File: src/rtl/norm_shift_ctrl.sv
// norm_shift_ctrl: two-stage normalization shift controller (carry / leading-zero detect, exponent adjust, flags)
module norm_shift_ctrl #(
    parameter int SWR = 26,
    parameter int EW  = 8,
    parameter int SHW = 5
) (
    input  logic           clk,
    input  logic           rst,
    input  logic           in_valid_i,
    output logic           in_ready_o,
    input  logic [SWR-1:0] Data_i,
    input  logic [EW-1:0]  Exp_i,
    output logic           out_valid_o,
    input  logic           out_ready_i,
    output logic [SHW-1:0] Shift_Value_o,
    output logic           Left_Right_o,
    output logic [EW-1:0]  Exp_o,
    output logic           Zero_o,
    output logic           Overflow_o,
    output logic           Underflow_o
);
    logic           s1_valid, s1_carry, s1_zero;
    logic [SHW-1:0] s1_lz;
    logic [EW-1:0]  s1_exp;
    logic           s2_load, in_fire, found;
    logic [SHW-1:0] lz;
    logic [SHW-1:0] n_sh;
    logic           n_lr, n_ov, n_uf;
    logic [EW-1:0]  n_exp, e_inc;

    assign s2_load    = !out_valid_o || out_ready_i;
    assign in_ready_o = !s1_valid || s2_load;
    assign in_fire    = in_valid_i && in_ready_o;

    // leading zeros below the carry bit
    always_comb begin
        lz    = '0;
        found = 1'b0;
        for (int i = SWR - 2; i >= 0; i--) begin
            if (!found && Data_i[i]) found = 1'b1;
            else if (!found) lz = lz + SHW'(1);
        end
        if (Data_i == '0) lz = '0;
    end

    always_comb begin
        e_inc = s1_exp + EW'(1);
        n_sh  = s1_zero ? '0 : s1_carry ? SHW'(1) : s1_lz;
        n_lr  = s1_zero || !s1_carry;
        n_ov  = !s1_zero && s1_carry && (e_inc == '1);
        n_uf  = !s1_zero && !s1_carry && (EW'(s1_lz) >= s1_exp);
        n_exp = (s1_zero || n_uf) ? '0 : s1_carry ? e_inc : s1_exp - EW'(s1_lz);
    end

    always_ff @(posedge clk or negedge rst) begin
        if (!rst) begin
            s1_valid      <= 1'b0;
            s1_carry      <= 1'b0;
            s1_zero       <= 1'b0;
            s1_lz         <= '0;
            s1_exp        <= '0;
            out_valid_o   <= 1'b0;
            Shift_Value_o <= '0;
            Left_Right_o  <= 1'b0;
            Exp_o         <= '0;
            Zero_o        <= 1'b0;
            Overflow_o    <= 1'b0;
            Underflow_o   <= 1'b0;
        end else begin
            if (in_fire) begin
                s1_valid <= 1'b1;
                s1_carry <= Data_i[SWR-1];
                s1_zero  <= (Data_i == '0);
                s1_lz    <= lz;
                s1_exp   <= Exp_i;
            end else if (s2_load) begin
                s1_valid <= 1'b0;
            end
            if (s2_load) begin
                out_valid_o <= s1_valid;
                if (s1_valid) begin
                    Shift_Value_o <= n_sh;
                    Left_Right_o  <= n_lr;
                    Exp_o         <= n_exp;
                    Zero_o        <= s1_zero;
                    Overflow_o    <= n_ov;
                    Underflow_o   <= n_uf;
                end
            end
        end
    end
endmodule

File: config.mk
export PLATFORM = sky130hd
export DESIGN_NAME = norm_shift_ctrl
export DESIGN_NICKNAME = d
export VERILOG_FILES = /design/src/rtl/norm_shift_ctrl.sv
export SDC_FILE = /design/constraint.sdc
export NUM_CORES = 1
export LEC_CHECK = 0
export ABC_AREA = 1
export CORE_MARGIN = 2
export CORE_UTILIZATION = 60
export CTS_CLUSTER_SIZE = 25
export DETAILED_ROUTE_END_ITERATION = 6
export PLACE_DENSITY_LB_ADDON = 0.3
export SLEW_MARGIN = 20
export SYNTH_ARGS = -nofsm -noshare
export SYNTH_HDL_FRONTEND = slang
export SYNTH_SLANG_ARGS = --single-unit
File: constraint.sdc
create_clock -name clk -period 5.4 [get_ports clk]
set_input_delay 0.81 -clock clk [delete_from_list [all_inputs] [get_ports clk]]
set_output_delay 0.81 -clock clk [all_outputs]
set_load 0.05 [all_outputs]
==> flow_summary.json, run 1 <==
{
  "synth-edff-count": 0,
  "synth_area_per_cell_sq_um": 5.919,
  "failing_step": "5_1_grt",
  "syn_area_sq_mm": 0.004617,
  "numPortBuffers": 56,
  "synth.largest_area_cell": "sky130_fd_sc_hd__nand2_1",
  "cts-root-buf": "sky130_fd_sc_hd__clkbuf_8",
  "first-error": "[ERROR GRT-0116] Global routing finished with congestion. Check the congestion regions in the DRC Viewer.",
  "outcome": "stopped before the end",
  "yosys_warnings": 0,
  "synth-xor-area-share": 0.01518,
  "num_io_pins": 57,
  "mappedNetlistNets": 847,
  "cts_htree_levels": 2,
  "first_pass_grt_wire_length_microns": 42190,
  "grt_usage": 0.6350,
  "synthCells": 780,
  "fraction_of_post_synthesis_cell_area_in_the_top_cell_type_by_area": 0.1927,
  "portion_of_netlist_area_occupied_by_mux_cells": 0.002439,
  "clkSinkCount": 34,
  "first_global_vias": 8471,
  "cts.hold.buffers_added": 0,
  "chipWidth_microns": 91.72,
  "synth_sequential_area_ratio": 0.1843,
  "synth_top_family_by_area": "simple AND/OR/NAND/NOR gates",
  "number_of_distinct_library_cells_after_synthesis": 35,
  "gp_congestion": 0.9530,
  "detailed_place_hpwl_microns": 10630,
  "synth_ff_type": "sky130_fd_sc_hd__dfrtp_1",
  "die_y_microns": 91.72,
  "synth_simple_gate_area_share": 0.4965,
  "synth_compound_gate_area_share": 0.09024,
  "grt_max_degree": 35,
  "yosys-top-cells-area": "sky130_fd_sc_hd__nand2_1 19%, sky130_fd_sc_hd__dfrtp_1 18%, sky130_fd_sc_hd__inv_1 11%, sky130_fd_sc_hd__nand3_1 10%, sky130_fd_sc_hd__ha_1 7.6%",
  "cts-buffers-inserted": 5,
  "clock_path_buffers": 2,
  "synth-seq-cells": 34,
  "rows": 31,
  "grt.overflow.total": 1,
  "synthAdderAreaFrac": 0.08022,
  "synthArstFlopShare": 1.000,
  "floorplan.initialDensity": 0.6265
}
kinds of logic after synthesis:
kind of cell | count (synthesis)
adder cells (fa/ha/maj) | 29
AND/OR/NAND/NOR | 476
AO/OA/AOI/OAI | 73
XOR/XNOR | 8
multiplexers | 1
buffers and inverters | 159
flip-flops | 34
synthesized netlist by cell type, types with 2 or more instances:
library cell,number
sky130_fd_sc_hd__a21oi_1,11
sky130_fd_sc_hd__ha_1,28
sky130_fd_sc_hd__nand2_4,6
sky130_fd_sc_hd__o21ai_1,2
sky130_fd_sc_hd__o22ai_1,2
sky130_fd_sc_hd__nand3b_1,9
sky130_fd_sc_hd__nor2_2,7
sky130_fd_sc_hd__nand3_1,95
sky130_fd_sc_hd__nand2_2,10
sky130_fd_sc_hd__dfrtp_1,34
sky130_fd_sc_hd__o21ai_0,44
sky130_fd_sc_hd__inv_4,2
sky130_fd_sc_hd__inv_1,135
sky130_fd_sc_hd__xor2_1,7
sky130_fd_sc_hd__nand2_1,237
sky130_fd_sc_hd__inv_2,16
sky130_fd_sc_hd__clkbuf_1,5
sky130_fd_sc_hd__nand3_2,7
sky130_fd_sc_hd__nor2_4,6
sky130_fd_sc_hd__a32o_1,3
sky130_fd_sc_hd__nor2_8,7
sky130_fd_sc_hd__nor3_1,12
sky130_fd_sc_hd__nor2_1,67
sky130_fd_sc_hd__nand4_1,11
sky130_fd_sc_hd__o31ai_1,7
timing repair:
item | 4_1_cts
setup endpoints to repair | 6
resized for setup | 80
setup buffers | 44
pin swaps | 64
stage by stage:
step | cells | hold WS (ps) | TNS (ps) | worst slack, ps | instance area [sq um]
4_1_cts | 1120 | 488.1 | -17540 | -4360 | 7005
3_3_place_gp | 1069 | 465.8 | -19650 | -4698 | 6351
2_1_floorplan | 780 | 449.1 | -14830 | -3933 | 4646
3_5_place_dp | 1069 | 472.6 | -22350 | -5324 | 6351
routing by layer:
| metal | track usage | GRT overflow |
|---|---|---|
| met1 | 0.6159 | 0 |
| met2 | 0.9081 | 0 |
| met3 | 0.3361 | 0 |
| met4 | 0.6891 | 1 |
| met5 | 0.07051 | 0 |
==> run 2: changes to the inputs <==
- CORE_UTILIZATION: 60 -> 40
- CTS_CLUSTER_SIZE: 25 -> default
- PLACE_DENSITY_LB_ADDON: 0.3 -> 0.15
==> run 2 against run 1 <==
  * The flow now finishes, with violations (setup timing)
  * Synthesized cell count is the same
  * Synthesized area is the same
==> flow_summary.json, run 2 <==
{
  "outcome": "finished with violations",
  "failed_checks": "setup timing",
  "chipWidth_microns": 111.4,
  "drt-initial-drc-count": 218,
  "yosys-top-cells-area": "sky130_fd_sc_hd__nand2_1 19%, sky130_fd_sc_hd__dfrtp_1 18%, sky130_fd_sc_hd__inv_1 11%, sky130_fd_sc_hd__nand3_1 10%, sky130_fd_sc_hd__ha_1 7.6%",
  "fin_total_pwr_mw": 1.237,
  "worstMarginPinSlew_ps": 706.0,
  "cts-root-buf": "sky130_fd_sc_hd__clkbuf_16",
  "final_antenna_violating_net_count": 0,
  "unrepaired_setup_endpoints_after_global_routing": "true",
  "clock.fmax_mhz": 102.5,
  "cts.hold.buffers_added": 0,
  "synth_sequential_area_ratio": 0.1843,
  "critical_path.startpoint_type": "input pin",
  "detailroute.via_count": 5731,
  "worst_r2r_setup_slack_ps": 2790,
  "critPathMaxStageDelay_ps": 290,
  "wl_per_cell_microns": 10.78,
  "timing.final.setup_violations": 6,
  "first_pass_grt_wire_length_microns": 22870,
  "finClkSkew_ps": 2.547,
  "synth_area_per_cell_sq_um": 5.919,
  "coreArea_sq_mm": 0.01132,
  "minimum_clock_period_ps": 9753,
  "drt_wl_total_microns": 13020,
  "synth_most_common_cell": "sky130_fd_sc_hd__nand2_1",
  "rows": 39,
  "netlist_top_cells_count": "237 x sky130_fd_sc_hd__nand2_1, 135 x sky130_fd_sc_hd__inv_1, 95 x sky130_fd_sc_hd__nand3_1",
  "power.static_leakage_nw": 4.294,
  "antenna_found_initial": 0,
  "num_io_pins": 57,
  "clock_path_buffers": 2,
  "syn_to_final_growth_pct": 66.15,
  "cell_total_after_placement": 1114,
  "first_global_vias": 5670,
  "commonest_non_fill_non_tap_cell_in_the_layout": "sky130_fd_sc_hd__nand2_1",
  "synthArstFlopShare": 1.000,
  "worst_case_headroom_to_the_max_slew_limit": 0.5282,
  "yosys_warnings": 0,
  "crit_arrival_ps": 9970,
  "cap_viol_max_count": 0,
  "synth.largest_area_cell": "sky130_fd_sc_hd__nand2_1",
  "detailed_place_hpwl_microns": 9392,
  "cts_htree_levels": 2,
  "grt.overflow.total": 0,
  "reg.largest.list": "Exp_o: 8 flops, s1_exp: 8 flops",
  "worst_hold_class": "flip-flop to flip-flop",
  "vias_per_cell": 4.744,
  "fraction_of_post_synthesis_cell_area_in_the_top_cell_type_by_area": 0.1927,
  "antenna_cells": 0,
  "drive_gt1_frac": 0.3286,
  "crit_type": "input pin to flip-flop",
  "grt_usage": 0.2073,
  "synth-edff-count": 0,
  "clock_latency_ps": 270,
  "floorplan.die_area_sq_mm": 0.01242,
  "synth_ff_type": "sky130_fd_sc_hd__dfrtp_1",
  "synthCells": 780,
  "syn_area_sq_mm": 0.004617,
  "clkSinkCount": 34,
  "finalCoreUtilization": 0.6776,
  "mappedNetlistNets": 847,
  "dr.pass1.iters": 5,
  "hold_viol_final": 0,
  "die_y_microns": 111.4,
  "mostFrequentLayoutCells": "229 x sky130_fd_sc_hd__nand2_1, 188 x sky130_fd_sc_hd__buf_4, 128 x sky130_fd_sc_hd__inv_1",
  "timing.final.max_slew_violations": 0,
  "fin_nets": 1131,
  "critPathCaptureType": "flip-flop",
  "numPortBuffers": 56,
  "cts-buffers-inserted": 5,
  "floorplan.initialDensity": 0.4078,
  "instances_no_fill": 1208,
  "final.setup.worst_slack_ps": -4353,
  "grt_max_degree": 35,
  "cp_slowest_cell": "sky130_fd_sc_hd__ha_1",
  "gp_congestion": 0.9244,
  "maximum_fanout_encountered_on_the_critical_timing_path": 3,
  "synth-seq-cells": 34,
  "max-vdd-ir-drop_mv": 0.2542,
  "route.detailed.drc": 0,
  "critical_path_required_ps": 5610,
  "tritoncts": "built",
  "pwr_density_cell_mw_per_mm2": 161.3,
  "period_share": 1.806,
  "number_of_distinct_library_cells_after_synthesis": 35,
  "cts.reportedPaths.clkPinSlew_ps": 50,
  "dp_slack_ps": -5229,
  "worst_path_most_repeated_cell": "sky130_fd_sc_hd__nand2_1"
}
run 2: logic make-up after synthesis:
group           count (synthesis)  synth area share
simple gates                  476            0.4965
fa+ha+maj                      29           0.08022
compound gates                 73           0.09024
xor+xnor                        8           0.01518
flops                          34            0.1843
mux                             1          0.002439
buf+inv                       159            0.1312
run 2: metal layers:
metal / wire, microns / vias up / track usage
li1: - / 3042 / -
met1: 5818 / 2609 / 0.2558
met2: 6792 / 70 / 0.3963
met3: 291 / 10 / 0.01851
met4: 118 / 0 / 0.03539
met5: 0 / - / 0
run 2: worst paths after layout:
check                          endpoint        from  cells past startpoint
min in group asynchronous     s1_exp[6]         rst                      2
max in group asynchronous  Left_Right_o         rst                      2
max reg2reg                    Exp_o[7]   s1_exp[0]                     15
max                            s1_lz[4]  Data_i[24]                     74
min reg2reg                    s1_lz[4]    s1_lz[4]                      2
min                            s1_lz[4]    s1_lz[4]                      2
run 2: final cells by class:
type                    instances  area [sq um]
clock buffers                   8         166.4
fillers                       969          3650
inverters                     153         581.8
multi-input cells             587          3455
flip-flops and latches         34         850.8
well taps                     143         178.9
repair buffers                283          2439
run 2: critical path: cells and delay by family:
kind,cells,cell delay (ps)
adders and majority gates,12,2880
and+or+nand+nor,28,2410
AOI/OAI and AO/OA,16,2050
buffers and inverters,14,1130
xor gates and xnor gates,3,440
muxes,1,280
run 2: where the power goes:
part	switching, mW	total (mW)	internal, mW	leakage, nW
Combinational	0.344	0.588	0.244	3.78
Clock	0.0997	0.308	0.208	0.0832
Sequential	0.0386	0.341	0.302	0.433
run 2: stage by stage:
| stage | setup TNS (ps) | hold WS, ps | instance area, sq um |
|---|---|---|---|
| after floorplan | -14830 | 449.1 | 4646 |
| after global placement | -20500 | 468.2 | 6414 |
| after detailed placement | -22010 | 468.0 | 6414 |
| after CTS | -18540 | 482.0 | 7342 |
| after global routing | -23740 | 508.9 | 7671 |
| final | -20430 | 470.6 | 7671 |
run 2: what timing repair did:
action	in CTS	in global routing
hold endpoints to repair	0	0
setup buffers	68	27
endpoints found under the setup margin	6	6
resized for setup	89	37
pin swaps	38	65
No activity file was read; power rests on OpenSTA's default activity.
